--- src/rtl/game_ctrl.sv ---
// Round sequencer for the catch game: arms/reset the faller, runs the start countdown,
// accumulates the multi-round total and keeps the high score. Control outputs lag state by one cycle.
module game_ctrl #(
  parameter int TICK_W   = 26,
  parameter int ROUNDS   = 5,
  parameter int MAX_MISS = 3
) (
  input  logic        clk,
  input  logic        rst,
  input  logic        btn_start,
  input  logic        btn_pause,
  input  logic [20:0] seed_in,
  input  logic        drop_end,
  input  logic [3:0]  drop_score,
  input  logic [3:0]  drop_miss,
  output logic        drop_rst,
  output logic        drop_ena,
  output logic [20:0] drop_seed,
  output logic [2:0]  state,
  output logic [1:0]  countdown,
  output logic [3:0]  round,
  output logic [7:0]  total_score,
  output logic [7:0]  high_score,
  output logic        game_over,
  output logic        win
);

  typedef enum logic [2:0] {
    IDLE  = 3'd0,
    ARM   = 3'd1,
    COUNT = 3'd2,
    PLAY  = 3'd3,
    PAUSE = 3'd4,
    OVER  = 3'd5
  } state_t;

  localparam logic [3:0] MISS_LIM   = 4'(MAX_MISS);
  localparam logic [3:0] LAST_ROUND = 4'(ROUNDS - 1);

  state_t cur, nxt;

  logic              prev_start, prev_pause, post_rst;
  logic              start_rise, pause_rise;
  logic              arm_cnt, end_armed;
  logic [TICK_W-1:0] tick;
  logic              tick_wrap;
  logic [8:0]        sum9;
  logic [7:0]        sum_sat;
  logic              clr_game, add_score, inc_round, set_win, clr_win;

  // post_rst masks the first cycle after reset so a button held through reset yields no edge
  assign start_rise = btn_start & ~prev_start & ~post_rst;
  assign pause_rise = btn_pause & ~prev_pause & ~post_rst;
  assign tick_wrap  = &tick;
  assign sum9       = {1'b0, total_score} + {5'b0, drop_score};
  assign sum_sat    = sum9[8] ? 8'hFF : sum9[7:0];
  assign state      = cur;

  always_ff @(posedge clk) begin
    if (rst) cur <= IDLE;
    else     cur <= nxt;
  end

  always_comb begin
    nxt       = cur;
    clr_game  = 1'b0;
    add_score = 1'b0;
    inc_round = 1'b0;
    set_win   = 1'b0;
    clr_win   = 1'b0;
    case (cur)
      IDLE: begin
        if (start_rise) begin
          nxt      = ARM;
          clr_game = 1'b1;
        end
      end
      ARM: begin
        if (arm_cnt) nxt = COUNT;
      end
      COUNT: begin
        if (tick_wrap && countdown == 2'd1) nxt = PLAY;
      end
      PLAY: begin
        if (drop_miss >= MISS_LIM) begin
          nxt       = OVER;
          add_score = 1'b1;
          clr_win   = 1'b1;
        end else if (end_armed && drop_end) begin
          add_score = 1'b1;
          if (round == LAST_ROUND) begin
            nxt     = OVER;
            set_win = 1'b1;
          end else begin
            nxt       = ARM;
            inc_round = 1'b1;
          end
        end else if (pause_rise) begin
          nxt = PAUSE;
        end
      end
      PAUSE: begin
        if (start_rise)      nxt = IDLE;
        else if (pause_rise) nxt = PLAY;
      end
      OVER: begin
        if (start_rise) begin
          nxt      = ARM;
          clr_game = 1'b1;
        end
      end
      default: nxt = IDLE;
    endcase
  end

  always_ff @(posedge clk) begin
    if (rst) begin
      prev_start  <= 1'b0;
      prev_pause  <= 1'b0;
      post_rst    <= 1'b1;
      arm_cnt     <= 1'b0;
      end_armed   <= 1'b0;
      tick        <= '0;
      countdown   <= 2'd0;
      round       <= 4'd0;
      total_score <= 8'd0;
      high_score  <= 8'd0;
      win         <= 1'b0;
      drop_seed   <= 21'd0;
      drop_rst    <= 1'b0;
      drop_ena    <= 1'b0;
      game_over   <= 1'b0;
    end else begin
      prev_start <= btn_start;
      prev_pause <= btn_pause;
      post_rst   <= 1'b0;
      drop_rst   <= (cur == ARM);
      drop_ena   <= (cur == PLAY);
      game_over  <= (cur == OVER);
      arm_cnt    <= (cur == ARM) && !arm_cnt;

      if (cur == ARM && !arm_cnt) drop_seed <= seed_in;

      if (cur == ARM && arm_cnt) begin
        countdown <= 2'd3;
        tick      <= '0;
        end_armed <= 1'b0;
      end

      if (cur == COUNT) begin
        tick <= tick + TICK_W'(1);
        if (tick_wrap) countdown <= countdown - 2'd1;
      end

      if (cur == PLAY && !drop_end) end_armed <= 1'b1;

      if (clr_game) begin
        total_score <= 8'd0;
        round       <= 4'd0;
        win         <= 1'b0;
      end
      if (add_score) total_score <= sum_sat;
      if (inc_round) round <= round + 4'd1;
      if (set_win)   win <= 1'b1;
      if (clr_win)   win <= 1'b0;

      if (cur == OVER && total_score > high_score) high_score <= total_score;
    end
  end

endmodule

--- config.mk ---
export PLATFORM = sky130hd
export DESIGN_NAME = game_ctrl
export DESIGN_NICKNAME = d
export VERILOG_FILES = /design/src/rtl/game_ctrl.sv
export SDC_FILE = /design/constraint.sdc
export NUM_CORES = 1
export LEC_CHECK = 0
export CAP_MARGIN = 40
export CORE_MARGIN = 2
export CORE_UTILIZATION = 46
export CTS_CLUSTER_DIAMETER = 100
export CTS_CLUSTER_SIZE = 30
export DETAILED_ROUTE_END_ITERATION = 10
export GPL_TIMING_DRIVEN = 0
export PLACE_DENSITY = 0.75
export SYNTH_ARGS = -nofsm -noshare
export SYNTH_HDL_FRONTEND = slang
export SYNTH_SLANG_ARGS = --single-unit
--- constraint.sdc ---
create_clock -name clk -period 2.1 [get_ports clk]
set_input_delay 0.525 -clock clk [delete_from_list [all_inputs] [get_ports clk]]
set_output_delay 0.525 -clock clk [all_outputs]
set_load 0.01 [all_outputs]
# Yosys cells after proc, flatten, opt, wreduce, memory -nomap -nowiden

Cells that the tools add are included.

Input port bits: 34
Output and inout port bits: 50
Register bits: 81
Logic and storage cells: 99

Bitwise gates (word level): 7
Add/sub/neg operators: 4
Mux-type cells: 40
Reduce and logical (&&, ||, !) cells: 18
Eq/ne operators: 12
Magnitude comparators: 2

Operator list:

| cell                                                 | number |
|---|---|
| 2-to-1 mux 26 bit                                    | 2 |
| 2-to-1 mux 3 bit                                     | 9 |
| adder 26 x 1 -> 26 bit (second input constant)       | 1 |
| AND reduction 26 bit                                 | 1 |
| 2-to-1 mux 8 bit                                     | 3 |
| 2-to-1 mux 1 bit                                     | 20 |
| one-hot mux 3 bit (5 select lines)                   | 1 |
| nonzero test 2 bit                                   | 5 |
| adder 8 x 4 -> 9 bit                                 | 1 |
| > comparator 8 bit                                   | 1 |
| 2-to-1 mux 4 bit                                     | 2 |
| == test 3 x 2 -> 1 bit (second input constant)       | 2 |
| == test 3 bit (second input constant)                | 2 |
| logical AND 1 bit                                    | 6 |
| 2-to-1 mux 2 bit                                     | 3 |
| AND reduction 5 bit                                  | 1 |
| adder 4 x 1 -> 4 bit (second input constant)         | 1 |
| AND 1 bit                                            | 4 |
| == test 4 x 3 -> 1 bit (second input constant)       | 1 |
| >= comparator 4 x 2 -> 1 bit (second input constant) | 1 |
| inequality test 2 bit (second input constant)        | 2 |
| inequality test 4 bit (second input constant)        | 1 |
| OR reduction 2 bit                                   | 2 |
| == test 3 x 1 -> 1 bit (second input constant)       | 1 |
| other kinds (7)                                      | 10 |

# Depth between registers and ports, before layout

Gate-level depths: netlist of run 1.

Depth in word-level cells: 7
Depth in mapped cells: 7
Depth with buffers taken out: 7

# Worst setup path before layout of run 1

Ideal clock, no wire load.

Path type: register -> register
Start: register cur[1], in the netlist state[1]
End: register tick[21]
Cell stages (with the launch flop): 7
Buffers on the path: 2
Arrival time: 2,111 ps
Path slack: -81 ps
Library setup time: 70 ps
Clock period less this slack: 2,181 ps
Data required time: 2,030 ps
Cells stage by stage: dfxtp_1 -> or3b_1 -> or4_1 -> buf_2 -> buf_6 -> or4_1 -> a21oi_1

Cells in the longest elaborated chain, start to end: 3
Elaborated cells on any way between the ends: 5
Classes of those cells: 2 x eq/ne; 1 x mux; 2 x reduce/logical

RTL lines:

| what                                | line | text |
|---|---|---|
| start, declared                     | 40   | `state_t cur, nxt;` |
| start signal, assigned              | 61   | `else cur <= nxt;` |
| == test 3 x 1 -> 1 bit              | 144  | `if (cur == ARM && arm_cnt) begin` |
| logical AND 1 bit                   | 144  |  |
| nonzero test 2 bit (no source line) | --   |  |
| end signal, assigned                | 151  | `tick <= tick + TICK_W'(1);` |
| end, declared                       | 45   | `logic [TICK_W-1:0] tick;` |

Several ways; a longest one is shown, not always the timed one.
A chain may end at the register's enable or synchronous reset.

# Worst setup path in the final report of run 1

Start: register cur[1], in the netlist state[1]
End: register tick[23]

Same word-level chain as after synthesis.

==> impl_metrics.env, run 1 <==
export IMPL_rsz0062_at_grt="yes"
export IMPL_cts_tree="done"
export IMPL_synth_compound_area_share=0.147
export IMPL_syn_inst=484
export IMPL_slowest_delay_ns=0.61
export IMPL_nets=641
export IMPL_regToRegStartpoint="state[1]$_SDFFE_PP0P_"
export IMPL_yosys_area_share_simple=0.281
export IMPL_criticalPathCategory="register to register"
export IMPL_final_hold_violation_count=0
export IMPL_antenna_found_initial=0
export IMPL_final_area_um2=5410
export IMPL_cts_hold_buf=0
export IMPL_synth_top_cells_by_count="dfxtp_1, nand2_1, a21oi_1"
export IMPL_cts_buffers_inserted=9
export IMPL_synth_area_leaders="dfxtp_1, a21oi_1, nand2_1, ha_1, nor2_1"
export IMPL_initialDrtViolationCount=151
export IMPL_critical_path_required_ns=2.39
export IMPL_cts_sinks=81
export IMPL_synth_most_common_cell="dfxtp_1"
export IMPL_cts_buffer_depth=2
export IMPL_diodes=0
export IMPL_critPathCaptureType="register"
export IMPL_skew_ns=0.0119
export IMPL_cp_arrival_ns=2.47
export IMPL_fmax_mhz=460
export IMPL_setup_violations=7
export IMPL_synth_top_family_by_area="simple AND/OR/NAND/NOR gates"
export IMPL_hp_start="drop_seed[19]$_SDFFE_PP0P_"
export IMPL_grt_pass1_vias=3640
export IMPL_max_slew_margin=0.664
export IMPL_gp_congestion=0.821
export IMPL_vias_per_cell=5.43
export IMPL_crit_path_start="state[1]$_SDFFE_PP0P_"
export IMPL_avgRoutedWirePerCell_um=14.5
export IMPL_dr_pass1_iters=4
export IMPL_hold_depth=2
export IMPL_crit_chain="or3b_4 -> or4_4 -> buf_4 -> nor4_4 -> mux2_4 -> nor2_2"
export IMPL_async_flop_share=0
export IMPL_ys_warnings_count=0
export IMPL_port_buffers=83
export IMPL_synth_seq_cells=81
export IMPL_power_density_nw_per_um2=728
export IMPL_pin_count=84
export IMPL_crit_fanout=6
export IMPL_drive_gt1_frac=0.138
export IMPL_slowest_stage="or4_4"
export IMPL_synth_top_area_cell="dfxtp_1"
export IMPL_synth_xor_area_frac=0.0111
export IMPL_start_util=0.477
export IMPL_cellLeakagePower_uw=0.00189
export IMPL_synthAdderAreaFrac=0.0556
export IMPL_startpoint_type="register"
export IMPL_hold_slack_ns=0.457
export IMPL_p_total_uw=3940
export IMPL_clk_latency_ns=0.36
export IMPL_rows=33
export IMPL_hp_class="register to register"
export IMPL_syn_avg_cell_area_um2=8.18
export IMPL_syn_area_um2=3960
export IMPL_synthMuxAreaShare=0.0506
export IMPL_place_area_um2=4930
export IMPL_clkSlewWorstSetupHoldPaths_ns=0.08
export IMPL_drc_errors=0
export IMPL_finalCriticalPeriod_ns=2.17
export IMPL_tightest_slew_ns=0.504
export IMPL_die_x_um=96.8
export IMPL_finalCritPeriodShare=1.03
export IMPL_grt_max_degree=16
export IMPL_grt_overflow=0
export IMPL_yosysUniqueCellTypes=52
export IMPL_grt_use_total=0.214
export IMPL_area_growth_pct=36.7
export IMPL_die_area_um2=9370
export IMPL_cap_violations=0
export IMPL_worst_r2r_path_depth=6
export IMPL_status="finished with violations"
export IMPL_synth_edf_count=0
export IMPL_vdd_drop_max_v=0.000445
export IMPL_route_vias_total=3802
export IMPL_setup_slack_ns=-0.0734
export IMPL_die_h_um=96.8
export IMPL_syn_nets=535
export IMPL_grt_pass1_wl_um=17000
export IMPL_drtAntennaViolNets=0
export IMPL_reg2reg_slack_ns=-0.07
export IMPL_routed_wl_um=10100
export IMPL_cts_root_buf="clkbuf_8"
export IMPL_hpwl_um=7280
export IMPL_finalMaxSlewViolations=0
export IMPL_synth_top_area_frac=0.409
export IMPL_violations="setup timing"
export IMPL_yosys_most_used_dff="dfxtp_1"
export IMPL_yosysSeqAreaShare=0.409
export IMPL_htree_levels=3
export IMPL_core_um2=8300
==> worst max-delay path: cells and delay by family, from the launching register on <==
kind | cells | cell delay (ns)
flip-flops | 1 | 0.36
multiplexers | 1 | 0.33
AND/OR/NAND/NOR | 4 | 1.25
buffers and inverters | 1 | 0.17
==> timing repair <==
action / CTS / global route
pin swaps: 8 / 7
resized for setup: 24 / 31
buffers inserted: 7 / 6
setup endpoints to repair: 28 / 62
==> placed cells by master, fill, tap and decap left out, types with 8 or more instances in the layout <==
| cell | instances |
|---|---|
| inv_1 | 21 |
| nand2_1 | 72 |
| nand2b_1 | 16 |
| mux2i_1 | 11 |
| nor2_1 | 33 |
| clkbuf_1 | 12 |
| clkbuf_8 | 9 |
| dfxtp_1 | 76 |
| buf_4 | 14 |
| nand4_1 | 8 |
| nand3_1 | 17 |
| nor2b_1 | 9 |
| nor3_1 | 18 |
| clkdlybuf4s50_1 | 82 |
| ha_1 | 14 |
| a21oi_1 | 51 |
| o21ai_0 | 11 |
==> worst paths after layout <==
kind	endpoint
max	tick[23]$_SDFFE_PP0P_
min	drop_seed[19]$_SDFFE_PP0P_
max reg2reg	tick[23]$_SDFFE_PP0P_
min reg2reg	drop_seed[19]$_SDFFE_PP0P_
==> layout make-up <==
type | count | area [µm²]
Sequential cell | 81 | 1630
Multi-Input combinational cell | 358 | 2340
Clock buffer | 9 | 124
Tap cell | 105 | 131
Timing Repair Buffer | 97 | 935
Inverter | 21 | 78.8
Buffer | 22 | 101
Fill cell | 676 | 2890
Clock inverter | 7 | 77.6
==> layer usage <==
layer	routed length [µm]	GRT usage	vias up
met5	0	0	-
met1	4550	0.278	1785
met3	446	0.0455	9
li1	-	-	1921
met4	68	0.0542	0
met2	5070	0.364	87
==> power by group <==
group          switching (µW)  internal (µW)
registers                80.3           1670
clock network             604            557
logic                     532            500
total                    1220           2720
==> cells by family after synthesis <==
| family | count (synthesis) |
|---|---|
| and+or+nand+nor | 220 |
| AOI/OAI and AO/OA | 97 |
| DFF | 81 |
| buffers and inverters | 45 |
| muxes | 19 |
| adders and majority gates | 17 |
| xor gates and xnor gates | 5 |
==> registers in the layout, summed over array words and instances (netlist names), 2 cells and up <==
name and flops:
state 3, high_score 8, countdown 2, drop_seed 21, round 4, tick 26
total_score 8
==> per-stage QoR <==
step	worst slack (ns)	util	TNS (ns)	cells
CTS	-0.0725	0.637	-0.223	695
global route	-0.131	0.652	-0.949	700
global placement	-0.722	0.594	-23.83	672
finish	-0.0734	0.652	-0.212	700
floorplan	-0.0530	-	-0.101	484
detailed placement	-0.769	0.595	-24.12	673
Note: power is estimated with default switching activity, not from simulation.
==> run 2: changes to the inputs <==
Settings changed: CAP_MARGIN 40 to 20.
==> run 2 against run 1 <==
Compared with the run above:
- the flow still finishes with violations (setup timing)
- cell count is 0.43% higher
- maximum frequency grew 0.93%
- utilization up 0.74 points
- die area unchanged
- setup slack better by 0.020 ns
- first-iteration DRC count grew 14%
- combinational power is essentially flat
- largest cell class unchanged
==> impl_metrics.env, run 2 (same netlist as run 1, synthesis figures left out) <==
export IMPL_drtAntennaViolNets=0
export IMPL_layout_common_cells="clkdlybuf4s50_1, dfxtp_1, nand2_1"
export IMPL_max_slew_margin=0.670
export IMPL_largest_reg_flops=26
export IMPL_vias_per_cell=5.47
export IMPL_final_hold_violation_count=0
export IMPL_setup_slack_ns=-0.0534
export IMPL_die_x_um=96.8
export IMPL_startpoint_type="register"
export IMPL_hpwl_um=7090
export IMPL_skew_ns=0.00908
export IMPL_avgRoutedWirePerCell_um=14.5
export IMPL_hold_depth=2
export IMPL_cts_tree="done"
export IMPL_vdd_drop_max_v=0.000357
export IMPL_initialDrtViolationCount=172
export IMPL_worst_r2r_path_depth=5
export IMPL_grt_pass1_vias=3618
export IMPL_status="finished with violations"
export IMPL_utilization=0.659
export IMPL_crit_fanout=7
export IMPL_gp_congestion=0.821
export IMPL_largest_register="tick"
export IMPL_violations="setup timing"
export IMPL_grt_overflow=0
export IMPL_final_common_cell="clkdlybuf4s50_1"
export IMPL_criticalPathCategory="register to register"
export IMPL_clk_latency_ns=0.36
export IMPL_cts_buffer_depth=2
export IMPL_rows=33
export IMPL_start_util=0.477
export IMPL_clkSlewWorstSetupHoldPaths_ns=0.09
export IMPL_grt_pass1_wl_um=16900
export IMPL_die_h_um=96.8
export IMPL_htree_levels=3
export IMPL_finalMaxSlewViolations=0
export IMPL_grt_use_total=0.213
export IMPL_critPathCaptureType="register"
export IMPL_hp_class="register to register"
export IMPL_cellLeakagePower_uw=0.00190
export IMPL_routed_wl_um=10200
export IMPL_power_density_nw_per_um2=720
export IMPL_hold_slack_ns=0.457
export IMPL_port_buffers=83
export IMPL_setup_violations=3
export IMPL_nets=644
export IMPL_cp_arrival_ns=2.44
export IMPL_pin_count=84
export IMPL_die_area_um2=9370
export IMPL_area_growth_pct=38.2
export IMPL_fmax_mhz=464
export IMPL_drc_errors=0
export IMPL_drive_gt1_frac=0.159
export IMPL_diodes=0
export IMPL_cts_root_buf="clkbuf_8"
export IMPL_antenna_found_initial=0
export IMPL_cts_buffers_inserted=9
export IMPL_dr_pass1_iters=4
export IMPL_finalCritPeriodShare=1.03
export IMPL_cts_hold_buf=0
export IMPL_rsz0062_at_grt="yes"
export IMPL_grt_max_degree=16
export IMPL_core_um2=8300
export IMPL_cap_violations=0
export IMPL_critical_path_required_ns=2.39
export IMPL_route_vias_total=3846
export IMPL_reg_largest_list="tick: 26 flops, drop_seed: 21 flops"
export IMPL_tightest_slew_ns=0.496
export IMPL_finalCriticalPeriod_ns=2.15
export IMPL_cts_sinks=81
## run 2: changes by cell type in the layout (fill, tap and decap cells not counted), sizes merged
cell,change
clkbuf,+1
buf,+2
dlymetal6s2s,+1
dlygate4sd2,-1
## run 2: path summary, 6_finish.rpt
kind	from	to	slack [ns]
hold reg to reg	drop_seed[19]$_SDFFE_PP0P_	drop_seed[19]$_SDFFE_PP0P_	0.46
setup reg to reg	state[1]$_SDFFE_PP0P_	tick[21]$_SDFFE_PP0P_	-0.05
setup / recovery	state[1]$_SDFFE_PP0P_	tick[21]$_SDFFE_PP0P_	-0.05
hold / removal	drop_seed[19]$_SDFFE_PP0P_	drop_seed[19]$_SDFFE_PP0P_	0.46
## run 2: layout make-up
type | instances | area, µm²
timing repair buffer | 100 | 958
tap | 105 | 131
clock inverter | 7 | 77.6
buffer | 22 | 105
sequential | 81 | 1630
multi-input combinational | 358 | 2370
inverter | 21 | 78.8
fill | 664 | 2830
clock buffer | 9 | 124
## run 2: where the power goes
part	total, µW	leakage, µW	internal (µW)	switching, µW
combinational	1040	0.00115	500	541
clock	1160	0.0000885	557	601
sequential	1740	0.000660	1670	77.0
total	3940	0.00190	2720	1220
## run 2: what timing repair did
action | CTS | global route
pin swaps | 9 | 14
gates cloned | 0 | 1
setup buffers | 8 | 8
gates resized for setup | 31 | 37
endpoints found under the setup margin | 37 | 70
hold endpoints to repair | 0 | 0
## run 2: through the flow
step	cells	instance area, µm²	TNS, ns	setup WS [ns]	total power (µW)
finish	703	5470	-0.0682	-0.0534	3940
global route	703	5470	-0.321	-0.0775	4140
CTS	695	5330	-0.101	-0.0581	3930
detailed placement	672	4930	-26.37	-0.766	2720
global placement	672	4930	-23.83	-0.722	2690
floorplan	484	3970	-0.101	-0.0530	2290
## run 2: worst max-delay path: stages (launching register included)
cell	delay, ns
dfxtp_2	0.34
or3b_4	0.38
or4_4	0.65
buf_6	0.18
or4_1	0.40
a21oi_1	0.13
## run 2: metal layers
metal / GRT usage / share of wire / routed length (µm) / up-vias
met5: 0 / 0 / 0 / -
met4: 0.0477 / 0.010 / 106 / 0
met3: 0.0520 / 0.036 / 369 / 12
met2: 0.367 / 0.50 / 5120 / 83
met1: 0.270 / 0.45 / 4570 / 1820
li1: - / - / - / 1931
==> run 3: changes to the inputs <==
Settings changed: SLEW_MARGIN from default to 20.
==> results of run 3 <==
Final layout, timing and power as in run 2 (identical DEF).
